**config.mk**
```make
export PLATFORM = sky130hd
export DESIGN_NAME = alu_share_arbiter
export DESIGN_NICKNAME = d
export VERILOG_FILES = /design/src/rtl/alu_share_arbiter_pkg.sv /design/src/rtl/alu_share_arbiter_rsp_slot.sv /design/src/rtl/alu_share_arbiter.sv
export SDC_FILE = /design/constraint.sdc
export NUM_CORES = 1
export LEC_CHECK = 0
export ABC_AREA = 0
export CORE_MARGIN = 3
export CORE_UTILIZATION = 48
export DETAILED_ROUTE_END_ITERATION = 16
export MAX_ROUTING_LAYER = met4
export PLACE_DENSITY = 0.95
export SETUP_SLACK_MARGIN = 0.02
export SYNTH_ARGS = -nofsm -noshare
export SYNTH_HDL_FRONTEND = slang
export SYNTH_SLANG_ARGS = --single-unit
export TNS_END_PERCENT = 20
```
**constraint.sdc**
```tcl
create_clock -name i_clk -period 4.04 [get_ports i_clk]
set_clock_uncertainty 0.2 [all_clocks]
set_input_delay 0.404 -clock i_clk [delete_from_list [all_inputs] [get_ports i_clk]]
set_output_delay 0.404 -clock i_clk [all_outputs]
set_load 0.01 [all_outputs]
```
**src/rtl/alu_share_arbiter_pkg.sv**
```systemverilog
// Shared definitions for the CPU/crypto ALU share arbiter: ALU operation codes and FSM states.
package alu_share_arbiter_pkg;

    localparam int unsigned ALU_CTRL_W = 4;

    // ALUCtrl operation codes understood by the shared ALU
    localparam logic [ALU_CTRL_W-1:0] ALU_ADD  = 4'b0000;
    localparam logic [ALU_CTRL_W-1:0] ALU_SUB  = 4'b0001;
    localparam logic [ALU_CTRL_W-1:0] ALU_AND  = 4'b0010;
    localparam logic [ALU_CTRL_W-1:0] ALU_OR   = 4'b0011;
    localparam logic [ALU_CTRL_W-1:0] ALU_SLT  = 4'b0101;
    localparam logic [ALU_CTRL_W-1:0] ALU_SLTU = 4'b0110;
    localparam logic [ALU_CTRL_W-1:0] ALU_SLL  = 4'b0111;
    localparam logic [ALU_CTRL_W-1:0] ALU_SRL  = 4'b1000;
    localparam logic [ALU_CTRL_W-1:0] ALU_SRA  = 4'b1001;

    // S_NORM: CPU has priority. S_FORCE: crypto has waited too long and takes priority.
    typedef enum logic {
        S_NORM  = 1'b0,
        S_FORCE = 1'b1
    } arb_state_e;

endpackage

```
**src/rtl/alu_share_arbiter_rsp_slot.sv**
```systemverilog
// One-entry result slot: captures the ALU result on accept, holds it until the requester drains it.
module alu_share_arbiter_rsp_slot #(
    parameter int unsigned XLEN = 32
) (
    input  logic            i_clk,
    input  logic            i_rst,
    input  logic            i_load,
    input  logic [XLEN-1:0] i_data,
    input  logic            i_rsp_ready,
    output logic            o_valid,
    output logic [XLEN-1:0] o_data,
    output logic            o_free
);

    logic            r_valid;
    logic [XLEN-1:0] r_data;

    // Refill takes precedence over drain so a same-cycle drain+refill leaves no bubble
    always_ff @(posedge i_clk) begin
        if (i_rst) begin
            r_valid <= 1'b0;
            r_data  <= '0;
        end else if (i_load) begin
            r_valid <= 1'b1;
            r_data  <= i_data;
        end else if (i_rsp_ready) begin
            r_valid <= 1'b0;
        end
    end

    assign o_valid = r_valid;
    assign o_data  = r_data;
    // Slot can accept a new result if empty or being drained this cycle
    assign o_free  = !r_valid || i_rsp_ready;

endmodule

```
**src/rtl/alu_share_arbiter.sv**
```systemverilog
// Shares one combinational ALU between the CPU execute stage and the crypto core.
// CPU has priority; crypto is forced through after MAX_WAIT consecutive waiting cycles.
module alu_share_arbiter
    import alu_share_arbiter_pkg::*;
#(
    parameter int unsigned XLEN     = 32,
    parameter int unsigned CTRL_W   = 4,
    parameter int unsigned MAX_WAIT = 4
) (
    input  logic              i_clk,
    input  logic              i_rst,
    // CPU requester
    input  logic              i_cpu_req_valid,
    output logic              o_cpu_req_ready,
    input  logic [XLEN-1:0]   i_cpu_op_a,
    input  logic [XLEN-1:0]   i_cpu_op_b,
    input  logic [CTRL_W-1:0] i_cpu_alu_ctrl,
    output logic              o_cpu_rsp_valid,
    output logic [XLEN-1:0]   o_cpu_rsp_data,
    input  logic              i_cpu_rsp_ready,
    // Crypto requester
    input  logic              i_cry_req_valid,
    output logic              o_cry_req_ready,
    input  logic [XLEN-1:0]   i_cry_op_a,
    input  logic [XLEN-1:0]   i_cry_op_b,
    input  logic [CTRL_W-1:0] i_cry_alu_ctrl,
    output logic              o_cry_rsp_valid,
    output logic [XLEN-1:0]   o_cry_rsp_data,
    input  logic              i_cry_rsp_ready,
    // Shared ALU
    output logic [XLEN-1:0]   o_alu_a,
    output logic [XLEN-1:0]   o_alu_b,
    output logic [CTRL_W-1:0] o_alu_ctrl,
    input  logic [XLEN-1:0]   i_alu_result
);

    localparam int unsigned CNT_W = $clog2(MAX_WAIT + 1);
    localparam logic [CNT_W-1:0] CNT_MAX = CNT_W'(MAX_WAIT);

    logic              w_cpu_free;
    logic              w_cry_free;
    logic              w_cpu_elig;
    logic              w_cry_elig;
    logic              w_cpu_gnt;
    logic              w_cry_gnt;

    arb_state_e        r_state;
    arb_state_e        w_state_nxt;
    logic [CNT_W-1:0]  r_starve_cnt;
    logic [CNT_W-1:0]  w_starve_nxt;

    logic [XLEN-1:0]   r_hold_a;
    logic [XLEN-1:0]   r_hold_b;
    logic [CTRL_W-1:0] r_hold_ctrl;

    assign w_cpu_elig = i_cpu_req_valid && w_cpu_free;
    assign w_cry_elig = i_cry_req_valid && w_cry_free;

    // Grant at most one requester; nothing is granted while reset is asserted
    always_comb begin
        w_cpu_gnt = 1'b0;
        w_cry_gnt = 1'b0;
        if (!i_rst) begin
            unique case (r_state)
                S_NORM: begin
                    if (w_cpu_elig)      w_cpu_gnt = 1'b1;
                    else if (w_cry_elig) w_cry_gnt = 1'b1;
                end
                S_FORCE: begin
                    // A blocked crypto slot lets the CPU through (work conserving)
                    if (w_cry_elig)      w_cry_gnt = 1'b1;
                    else if (w_cpu_elig) w_cpu_gnt = 1'b1;
                end
            endcase
        end
    end

    assign o_cpu_req_ready = w_cpu_gnt;
    assign o_cry_req_ready = w_cry_gnt;

    // Operand mux; when nothing issues the ALU inputs hold their last values to avoid toggling
    always_comb begin
        o_alu_a    = r_hold_a;
        o_alu_b    = r_hold_b;
        o_alu_ctrl = r_hold_ctrl;
        if (w_cpu_gnt) begin
            o_alu_a    = i_cpu_op_a;
            o_alu_b    = i_cpu_op_b;
            o_alu_ctrl = i_cpu_alu_ctrl;
        end else if (w_cry_gnt) begin
            o_alu_a    = i_cry_op_a;
            o_alu_b    = i_cry_op_b;
            o_alu_ctrl = i_cry_alu_ctrl;
        end
    end

    // Starvation counter and priority FSM next-state
    always_comb begin
        w_starve_nxt = r_starve_cnt;
        if (!i_cry_req_valid || w_cry_gnt) begin
            w_starve_nxt = '0;
        end else if (r_starve_cnt != CNT_MAX) begin
            w_starve_nxt = r_starve_cnt + CNT_W'(1);
        end

        w_state_nxt = r_state;
        unique case (r_state)
            // Switch as the count reaches the limit so the forced grant lands on the next cycle
            S_NORM:  if (w_starve_nxt == CNT_MAX) w_state_nxt = S_FORCE;
            S_FORCE: if (w_cry_gnt || !i_cry_req_valid) w_state_nxt = S_NORM;
        endcase
    end

    // State, counter and operand-hold registers
    always_ff @(posedge i_clk) begin
        if (i_rst) begin
            r_state      <= S_NORM;
            r_starve_cnt <= '0;
            r_hold_a     <= '0;
            r_hold_b     <= '0;
            r_hold_ctrl  <= '0;
        end else begin
            r_state      <= w_state_nxt;
            r_starve_cnt <= w_starve_nxt;
            if (w_cpu_gnt || w_cry_gnt) begin
                r_hold_a    <= o_alu_a;
                r_hold_b    <= o_alu_b;
                r_hold_ctrl <= o_alu_ctrl;
            end
        end
    end

    alu_share_arbiter_rsp_slot #(
        .XLEN (XLEN)
    ) u_cpu_slot (
        .i_clk       (i_clk),
        .i_rst       (i_rst),
        .i_load      (w_cpu_gnt),
        .i_data      (i_alu_result),
        .i_rsp_ready (i_cpu_rsp_ready),
        .o_valid     (o_cpu_rsp_valid),
        .o_data      (o_cpu_rsp_data),
        .o_free      (w_cpu_free)
    );

    alu_share_arbiter_rsp_slot #(
        .XLEN (XLEN)
    ) u_cry_slot (
        .i_clk       (i_clk),
        .i_rst       (i_rst),
        .i_load      (w_cry_gnt),
        .i_data      (i_alu_result),
        .i_rsp_ready (i_cry_rsp_ready),
        .o_valid     (o_cry_rsp_valid),
        .o_data      (o_cry_rsp_data),
        .o_free      (w_cry_free)
    );

endmodule
```
**Word-level counts from Yosys, hierarchy flattened**

Cells that the tools add are included.

- Logic and storage cells: 47
- Register bits: 138
- Output and inout port bits: 136

- Reductions and logical operators: 11
- Multiplexer cells: 23
- Add/subtract/negate cells: 1
- Bitwise operators: 1
- Equality and inequality tests: 2

Operators by type and width:

| cell | count |
|---|---|
| 2-to-1 mux 32 bit | 4 |
| 2-to-1 mux 1 bit | 12 |
| 2-to-1 mux 4 bit | 2 |
| 2-to-1 mux 3 bit | 2 |
| case mux 1 bit (2 select lines) | 3 |
| logical OR 1 bit | 4 |
| nonzero test 2 bit | 2 |
| adder 3 x 1 -> 3 bit (second input constant) | 1 |
| == test 3 bit (second input constant) | 1 |
| zero test 1 bit | 3 |
| inequality test 3 bit (second input constant) | 1 |
| logical AND 1 bit | 2 |
| inverter 1 bit | 1 |

**Logic depth before layout (Yosys ltp)**

Gate-level depths: netlist (run 1).

- Depth in word-level cells: 12
- Depth in mapped cells: 8
- Mapped depth without buffers: 5

**By module**

From an unflattened synthesis (run 1), not the netlist that was laid out.

- Cell total of the unflattened synthesis: 795
- Area, all modules: 7,071.8 um^2

Modules (own cells, without submodules):

| module | sequential area each (um^2) | area an instance (um^2) | times used | cells each |
|---|---|---|---|---|
| alu_share_arbiter | 1,441.4 | 4,662.0 | 1 | 579 |
| alu_share_arbiter_rsp_slot | 660.6 | 1,204.9 | 2 | 108 |

**Worst setup path after synthesis (run 1)**

Ideal clock, no wire load.

- Path kind: input to output
- Start point: in i_cpu_req_valid
- End point: out o_alu_a[0]
- Cell stages on the path: 8
- Data required time: 3,436 ps
- Arrival time: 1,617 ps
- Setup slack: 1,819 ps
- Cell sequence: buf_4 -> nor2b_1 -> buf_2 -> a22o_1 -> buf_6 -> buf_6 -> buf_6 -> o211ai_1

- Word-level cells in the longest chain between the ends: 6
- Elaborated cells between the ends (all ways): 10
- Classes of those cells: mux: 9; reduce/logical: 1

Ends and longest elaborated chain:

| element | line | source |
|---|---|---|
| from (decl) | alu_share_arbiter.sv:13 | `input logic i_cpu_req_valid,` |
| logical AND 1 bit * | alu_share_arbiter.sv:56 | `assign w_cpu_elig = i_cpu_req_valid && w_cpu_free;` |
| 2-to-1 mux 1 bit (on tied branches) | alu_share_arbiter.sv:66, alu_share_arbiter.sv:72 |  |
| case mux 1 bit (2 select lines) / 2-to-1 mux 1 bit (equally long branches) | alu_share_arbiter.sv:64, alu_share_arbiter.sv:71 |  |
| 2-to-1 mux 1 bit / case mux 1 bit (2 select lines) (equally long branches) | alu_share_arbiter.sv:63, alu_share_arbiter.sv:64 |  |
| 2-to-1 mux 32 bit / 2-to-1 mux 1 bit (equally long branches) | alu_share_arbiter.sv:90, alu_share_arbiter.sv:63 |  |
| 2-to-1 mux 32 bit * | alu_share_arbiter.sv:86 | `if (w_cpu_gnt) begin` |
| to (decl) | alu_share_arbiter.sv:31 | `output logic [XLEN-1:0] o_alu_a,` |

Mark *: on every way between the ends. The rest lies on a longest branch, timed or not.

**Worst setup path after layout (run 1)**

- Start point: reg r_state
- End point: out o_alu_a[21]

- Word-level cells in the longest chain between the ends: 5
- Elaborated cells between the ends (all ways): 7
- Classes of those cells: mux: 6; bitwise: 1

Ends and longest elaborated chain:

| element | line | source |
|---|---|---|
| from (decl) | alu_share_arbiter.sv:47 | `arb_state_e r_state;` |
| from (signal assigned) | alu_share_arbiter.sv:123 | `r_state <= w_state_nxt;` |
| inverter 1 bit | -- |  |
| case mux 1 bit (2 select lines) | alu_share_arbiter.sv:64 | `unique case (r_state)` |
| 2-to-1 mux 1 bit | alu_share_arbiter.sv:63 | `if (!i_rst) begin` |
| 2-to-1 mux 32 bit | alu_share_arbiter.sv:90 | `end else if (w_cry_gnt) begin` |
| 2-to-1 mux 32 bit * | alu_share_arbiter.sv:86 |  |

Marks and branches as above.

==> flow_metrics.env, run 1 <==
export IMPL_outcome="finished clean"
export IMPL_ys_warnings_count=0
export IMPL_min_delay_path_class="flip-flop to flip-flop"
export IMPL_post_synth_num_cell_types=28
export IMPL_grt_overflow_total=0
export IMPL_post_synth_top_area_cell="dfxtp_1"
export IMPL_synth_top_area_share_pct=34.79
export IMPL_timing_critical_path_from_type="flip-flop"
export IMPL_worstSetupPathType="flip-flop to primary output"
export IMPL_routed_wirelength_um=28680
export IMPL_initial_standard_cell_utilization_of_the_core_pct=49.45
export IMPL_synth_seq_area_share_pct=34.79
export IMPL_placement_io_buffers=309
export IMPL_placed_cells_incl_taps=1253
export IMPL_min_cycle_time_layout_ns=3.363
export IMPL_design_portCount=310
export IMPL_layout_cells_non_filler=1286
export IMPL_routed_via_count=8619
export IMPL_timing_critical_path_fanout_max=52
export IMPL_postSynth_topFlopCell="dfxtp_1"
export IMPL_vias_in_the_first_global_route=8439
export IMPL_fmaxAchievable_ghz=0.2973
export IMPL_crit_reg2reg_launch="u_cpu_slot.o_valid"
export IMPL_syn_to_final_growth_pct=46.26
export IMPL_synth_net_count=1010
export IMPL_r2r_slack_ns=1.87
export IMPL_min_delay_start="r_state"
export IMPL_final_hold_worst_slack_ns=0.3359
export IMPL_async_reset_ff_share_pct=0
export IMPL_drive_above_1_share_pct=12.82
export IMPL_die_w_um=134.6
export IMPL_worst_ir_drop_vdd_mv=0.2977
export IMPL_wire_length_per_cell_um=22.30
export IMPL_synth_cells=834
export IMPL_reg2reg_to="r_hold_b[27]"
export IMPL_drc_errors=0
export IMPL_leakage_uw=0.004021
export IMPL_cts_htree_levels=4
export IMPL_syn_area_um2=7940
export IMPL_dp_hpwl_um=18290
export IMPL_grt_max_degree=113
export IMPL_layout_worst_path_cycle_share_pct=83.24
export IMPL_synth_area_top_cells="dfxtp_1, o2111ai_1, mux2_2, a221oi_1, a311oi_1"
export IMPL_final_max_slew_violation_count=0
export IMPL_drtPass1Iterations=5
export IMPL_clock_latency_ns=0.42
export IMPL_global_route_usage_total_pct=31.17
export IMPL_cts_hold_fix_buffers=0
export IMPL_iteration_0_drc_markers=883
export IMPL_avgViaCountPerCell=6.702
export IMPL_grt_antenna_before_repair=1
export IMPL_setup_violations_final=0
export IMPL_cts_tree="done"
export IMPL_clockRootBuffer="clkbuf_16"
export IMPL_fp_dieArea_um2=18120
export IMPL_final_hold_violation_count=0
export IMPL_whs_endpoint="r_state"
export IMPL_synth_seq_cells=138
export IMPL_final_sum_of_negative_setup_slack_ns=0
export IMPL_cts_sinks=138
export IMPL_setup_repair_after_global_routing_missed_its_margin="no"
export IMPL_cts_inserted_buffers=17
export IMPL_core_um2=16060
export IMPL_die_h_um=134.6
export IMPL_min_path_cells=1
export IMPL_grt_pass1_wl_um=44740
export IMPL_worst_slew_margin_rel_pct=52.91
export IMPL_mean_syn_cell_area_um2=9.521
export IMPL_crit_path_end_kind="primary output"
export IMPL_place_gp_congestion=0.8914
export IMPL_maxCapViolations=0
export IMPL_worst_slew_pin_slew_ns=0.7063
export IMPL_post_cts_repair_setup_buffers=0
export IMPL_cts_repair_resized=0
export IMPL_number_of_synthesized_flops_with_an_enable_pin=0
export IMPL_drtAntennaViolNets=0
export IMPL_clkTransAtPathRegs_ns=0.06
export IMPL_rows=46
export IMPL_r2r_cells=4
export IMPL_required_ns=3.44
export IMPL_nNetsFinal=1232
export IMPL_data_arrival_time_of_the_worst_path_ns=2.76
export IMPL_cellPowerDensity_nw_per_um2=367.8
export IMPL_cts_buffer_depth=2
## metrics by stage
step	util, %	power (µW)	setup WS [ns]	instance area, µm²
after CTS	72.31	4274	0.7110	11610
final	72.32	4271	0.6769	11610
after global placement	68.47	2606	0.8453	11000
after global routing	72.32	4419	0.6090	11610
after detailed placement	68.47	2631	0.8279	11000
after floorplan	-	2083	1.819	7940
## routing by layer
metal  track usage [%]  vias to the layer above  share of wire, %
li1                  -                     3860                 -
met1             38.29                     4114                40
met2             48.30                      553                47
met3             8.383                       92               9.4
met4             13.86                        0               4.2
met5                 -                        -                 0
## registers in the layout (all words and copies together), names as in the netlist
register,flops
r_hold_a,32
r_hold_b,32
u_cpu_slot.o_data,32
u_cry_slot.o_data,32
r_hold_ctrl,4
r_starve_cnt,3
r_state,1
u_cpu_slot.o_valid,1
u_cry_slot.o_valid,1
## Yosys cell counts, types with 2 or more instances
master / instances
buf_2: 49
nand2_1: 3
clkbuf_1: 60
o211ai_1: 59
nor2b_1: 68
inv_1: 72
a311oi_1: 68
a221oi_1: 68
ha_1: 2
buf_1: 3
o21ai_0: 2
buf_4: 8
nand3b_1: 3
mux2_2: 60
o211ai_2: 11
dfxtp_1: 138
buf_6: 9
mux2_1: 4
nand2b_1: 3
o2111ai_1: 136
## cell type report
cell class / instances / area [µm²]
antenna: 1 / 2.502
clock buffer: 18 / 429.2
clock inverter: 14 / 186.4
fill: 1115 / 4444
inverter: 72 / 270.3
multi-input combinational: 494 / 4327
sequential: 138 / 2763
tap: 216 / 270.3
timing repair buffer: 333 / 3366
## layout by cell type, fill, tap and decap left out, types with 3 or more instances in the layout
cell type	instances
nand3b_1	3
a311oi_1	68
nor2b_4	4
dfxtp_1	138
nor2b_1	64
mux2_1	4
buf_4	17
o211ai_1	59
o211ai_2	10
inv_1	72
inv_6	4
a221oi_1	68
clkbuf_16	17
bufinv_16	3
clkinv_4	3
buf_12	8
clkdlybuf4s50_1	307
mux2_2	60
o2111ai_1	136
## cells by family after synthesis
group / synth area share (%)
buffers and inverters: 11.57
muxes: 9.077
AOI/OAI and AO/OA: 37.90
and+or+nand+nor: 6.351
adders and majority gates: 0.3151
DFF: 34.79
## worst max-delay path by stage
stage | from | slack (ns) | endpoint | cells after the start
floorplan | i_cpu_req_valid | 1.82 | o_alu_a[0] | 8
global placement | i_cpu_rsp_ready | 0.85 | o_alu_b[12] | 6
detailed placement | i_cpu_rsp_ready | 0.83 | o_alu_b[18] | 6
CTS | r_state | 0.71 | o_alu_a[21] | 5
global route | r_state | 0.61 | o_alu_a[21] | 5
finish | r_state | 0.68 | o_alu_a[21] | 5
## worst max-delay path: stages, from the launching register on
cell             delay (ns)
dfxtp_1                0.35
nand2b_2               0.28
buf_4                  0.55
o2111ai_1              0.26
o211ai_1               0.21
clkdlybuf4s50_1        0.62
## report_power, final
| group | switching [µW] | internal, µW |
|---|---|---|
| clock | 658 | 990 |
| sequential | 60.6 | 1480 |
| combinational | 501 | 585 |
(Power assumes the default switching activity.)
==> inputs of run 2 (changes only) <==
CORE_UTILIZATION = 40   (was 48)
PLACE_DENSITY = 0.86   (was 0.95)
clock period = 2.77 ns   (was 4.04 ns; I/O delays follow)
==> run 2 against run 1 <==
Sequential power grew 45%. Critical path depth grew 2. Hold slack lost 0.14 ns. Sequential cell count is the same. Register-to-register slack lost 1.2 ns. Sequential share of layout area shrank 1.4 points. Count of clock-buffer cells in the layout shrank 1. Clock power grew 41%. First-iteration DRC count shrank 22%. Final cell count grew 8.0%. Wire length grew 2.7%. Largest power group unchanged. Highest routed layer unchanged.
==> flow_metrics.env, run 2 (synthesis gave the netlist of run 1 again) <==
export IMPL_routed_wirelength_um=29470
export IMPL_design_portCount=310
export IMPL_routed_via_count=8687
export IMPL_cpLargestDelayFamily="buffers and inverters"
export IMPL_r2r_cells=5
export IMPL_core_um2=19080
export IMPL_placement_io_buffers=309
export IMPL_seq_power_share_pct=36.1
export IMPL_worstSetupPathType="input port to primary output"
export IMPL_timing_critical_path_slowest_cell_delay_ns=0.56
export IMPL_required_ns=2.29
export IMPL_grt_pass1_wl_um=46060
export IMPL_cts_hold_fix_buffers=0
export IMPL_die_h_um=146.9
export IMPL_crit_path_end_kind="primary output"
export IMPL_wire_length_per_cell_um=21.21
export IMPL_worst_slew_pin_slew_ns=0.8294
export IMPL_layout_common_cells="clkdlybuf4s50_1, dfxtp_1, o2111ai_1, inv_1"
export IMPL_cellPowerDensity_nw_per_um2=502.3
export IMPL_final_max_slew_violation_count=0
export IMPL_timing_critical_path_fanout_max=13
export IMPL_worst_slew_margin_rel_pct=44.71
export IMPL_switching_share_of_total_power_pct=29.12
export IMPL_worst_ir_drop_vdd_mv=0.4133
export IMPL_iteration_0_drc_markers=693
export IMPL_vias_in_the_first_global_route=8594
export IMPL_global_route_usage_total_pct=26.40
export IMPL_setup_violations_final=0
export IMPL_drtAntennaViolNets=0
export IMPL_maxCapViolations=0
export IMPL_leakage_uw=0.004887
export IMPL_r2r_slack_ns=0.68
export IMPL_drtPass1Iterations=5
export IMPL_place_gp_congestion=0.8911
export IMPL_clock_latency_ns=0.41
export IMPL_path_depth=7
export IMPL_final_hold_violation_count=0
export IMPL_grt_antenna_before_repair=1
export IMPL_cts_htree_levels=4
export IMPL_cp_buffers_inverters=4
export IMPL_dp_hpwl_um=19910
export IMPL_p_clk_share_pct=37.4
export IMPL_fp_dieArea_um2=21580
export IMPL_path_cells="clkdlybuf4s50_1 -> nor2b_4 -> buf_12 -> buf_12 -> o2111ai_1 -> o211ai_2 -> clkdlybuf4s50_1"
export IMPL_cts_inserted_buffers=17
export IMPL_setup_repair_after_global_routing_missed_its_margin="no"
export IMPL_layout_worst_path_cycle_share_pct=97.45
export IMPL_outcome="finished clean"
export IMPL_clkTransAtPathRegs_ns=0.06
export IMPL_grt_max_degree=69
export IMPL_data_arrival_time_of_the_worst_path_ns=2.22
export IMPL_initial_standard_cell_utilization_of_the_core_pct=41.61
export IMPL_cts_sinks=138
export IMPL_share_comb_of_total_power_pct=26.5
export IMPL_rows=50
export IMPL_final_sum_of_negative_setup_slack_ns=0
export IMPL_syn_to_final_growth_pct=55.40
export IMPL_fmaxAchievable_ghz=0.3705
export IMPL_cts_tree="done"
export IMPL_drive_above_1_share_pct=17.73
export IMPL_intPower_uw=4393
export IMPL_timing_critical_path_from_type="input port"
export IMPL_final_common_cell="clkdlybuf4s50_1"
export IMPL_drc_errors=0
export IMPL_avgViaCountPerCell=6.254
export IMPL_grt_overflow_total=0
export IMPL_min_cycle_time_layout_ns=2.699
export IMPL_clockRootBuffer="clkbuf_16"
export IMPL_net_switching_power_uw=1805
export IMPL_critical_path_slowest_cell="clkdlybuf4s50_1"
export IMPL_min_delay_path_class="input port to flip-flop"
export IMPL_cts_buffer_depth=2
export IMPL_dp_worst_setup_slack_ns=-0.02818
export IMPL_final_critical_path_setup_slack_ns=0.07073
export IMPL_nNetsFinal=1292
export IMPL_min_path_cells=4
export IMPL_die_w_um=146.9
-- run 2: changes by cell type in the layout (fill, tap and decap cells not counted), moves of 2 or more --
cell and delta:
buf_12 +10, buf_4 +44, buf_6 +5, clkdlybuf4s50_1 -53, clkinv_4 -2, clkinvlp_4 +2
dfxtp_1 -2, dfxtp_2 +2, dlygate4sd2_1 +16, dlymetal6s2s_1 +37
-- run 2: through the flow --
stage | cells | cell area, µm² | hold WS [ns] | total power [µW] | utilization, %
after floorplan | 834 | 7940 | 0.2017 | 3038 | -
after global placement | 1354 | 11600 | 0.3308 | 3904 | 60.81
after detailed placement | 1354 | 11600 | 0.3256 | 3931 | 60.81
after CTS | 1385 | 12180 | 0.1639 | 6241 | 63.85
after global routing | 1389 | 12340 | 0.2038 | 6436 | 64.67
final | 1389 | 12340 | 0.1942 | 6198 | 64.67
-- run 2: tightest hold or removal path: cells and delay by family --
family / cells / cell delay, ns
buf+inv: 1 / 0.15
compound gates: 2 / 0.21
simple gates: 1 / 0.10
-- run 2: cell type report --
type / count / area, µm²
diodes: 1 / 2.502
clock buffers: 17 / 425.4
clock inverters: 14 / 162.7
fillers: 1497 / 6741
inverters: 72 / 270.3
multi-input cells: 494 / 4338
flip-flops and latches: 138 / 2765
well taps: 260 / 325.3
repair buffers: 393 / 4050
-- run 2: metal layers --
layer  vias to the layer above  track usage (%)  part of all wire (%)
li1                       3956                -                     -
met1                      4116            32.74                    40
met2                       554            41.92                    47
met3                        61            7.619                    10
met4                         0            7.922                   2.5
met5                         -                -                     0
-- run 2: power by group through the flow --
stage / registers [µW] / clock network (µW) / logic [µW]
finish: 2240 / 2320 / 1640
global route: 2250 / 2430 / 1760
CTS: 2230 / 2360 / 1650
detailed placement: 2280 / 0 / 1650
global placement: 2270 / 0 / 1640
floorplan: 2290 / 0 / 744
-- run 2: what timing repair did --
item / in CTS / in global routing
buffers inserted: 0 / 2
gates resized for setup: 19 / 43
pin swaps: 0 / 0
setup endpoints to repair: 36 / 53
gates cloned: 0 / 1
-- run 2: final timing paths --
path | endpoint | from
min | r_hold_a[2] | i_rst
max | o_alu_b[31] | i_cry_req_valid
min reg2reg | r_state | r_state
max reg2reg | u_cry_slot.o_data[17] | u_cpu_slot.o_valid
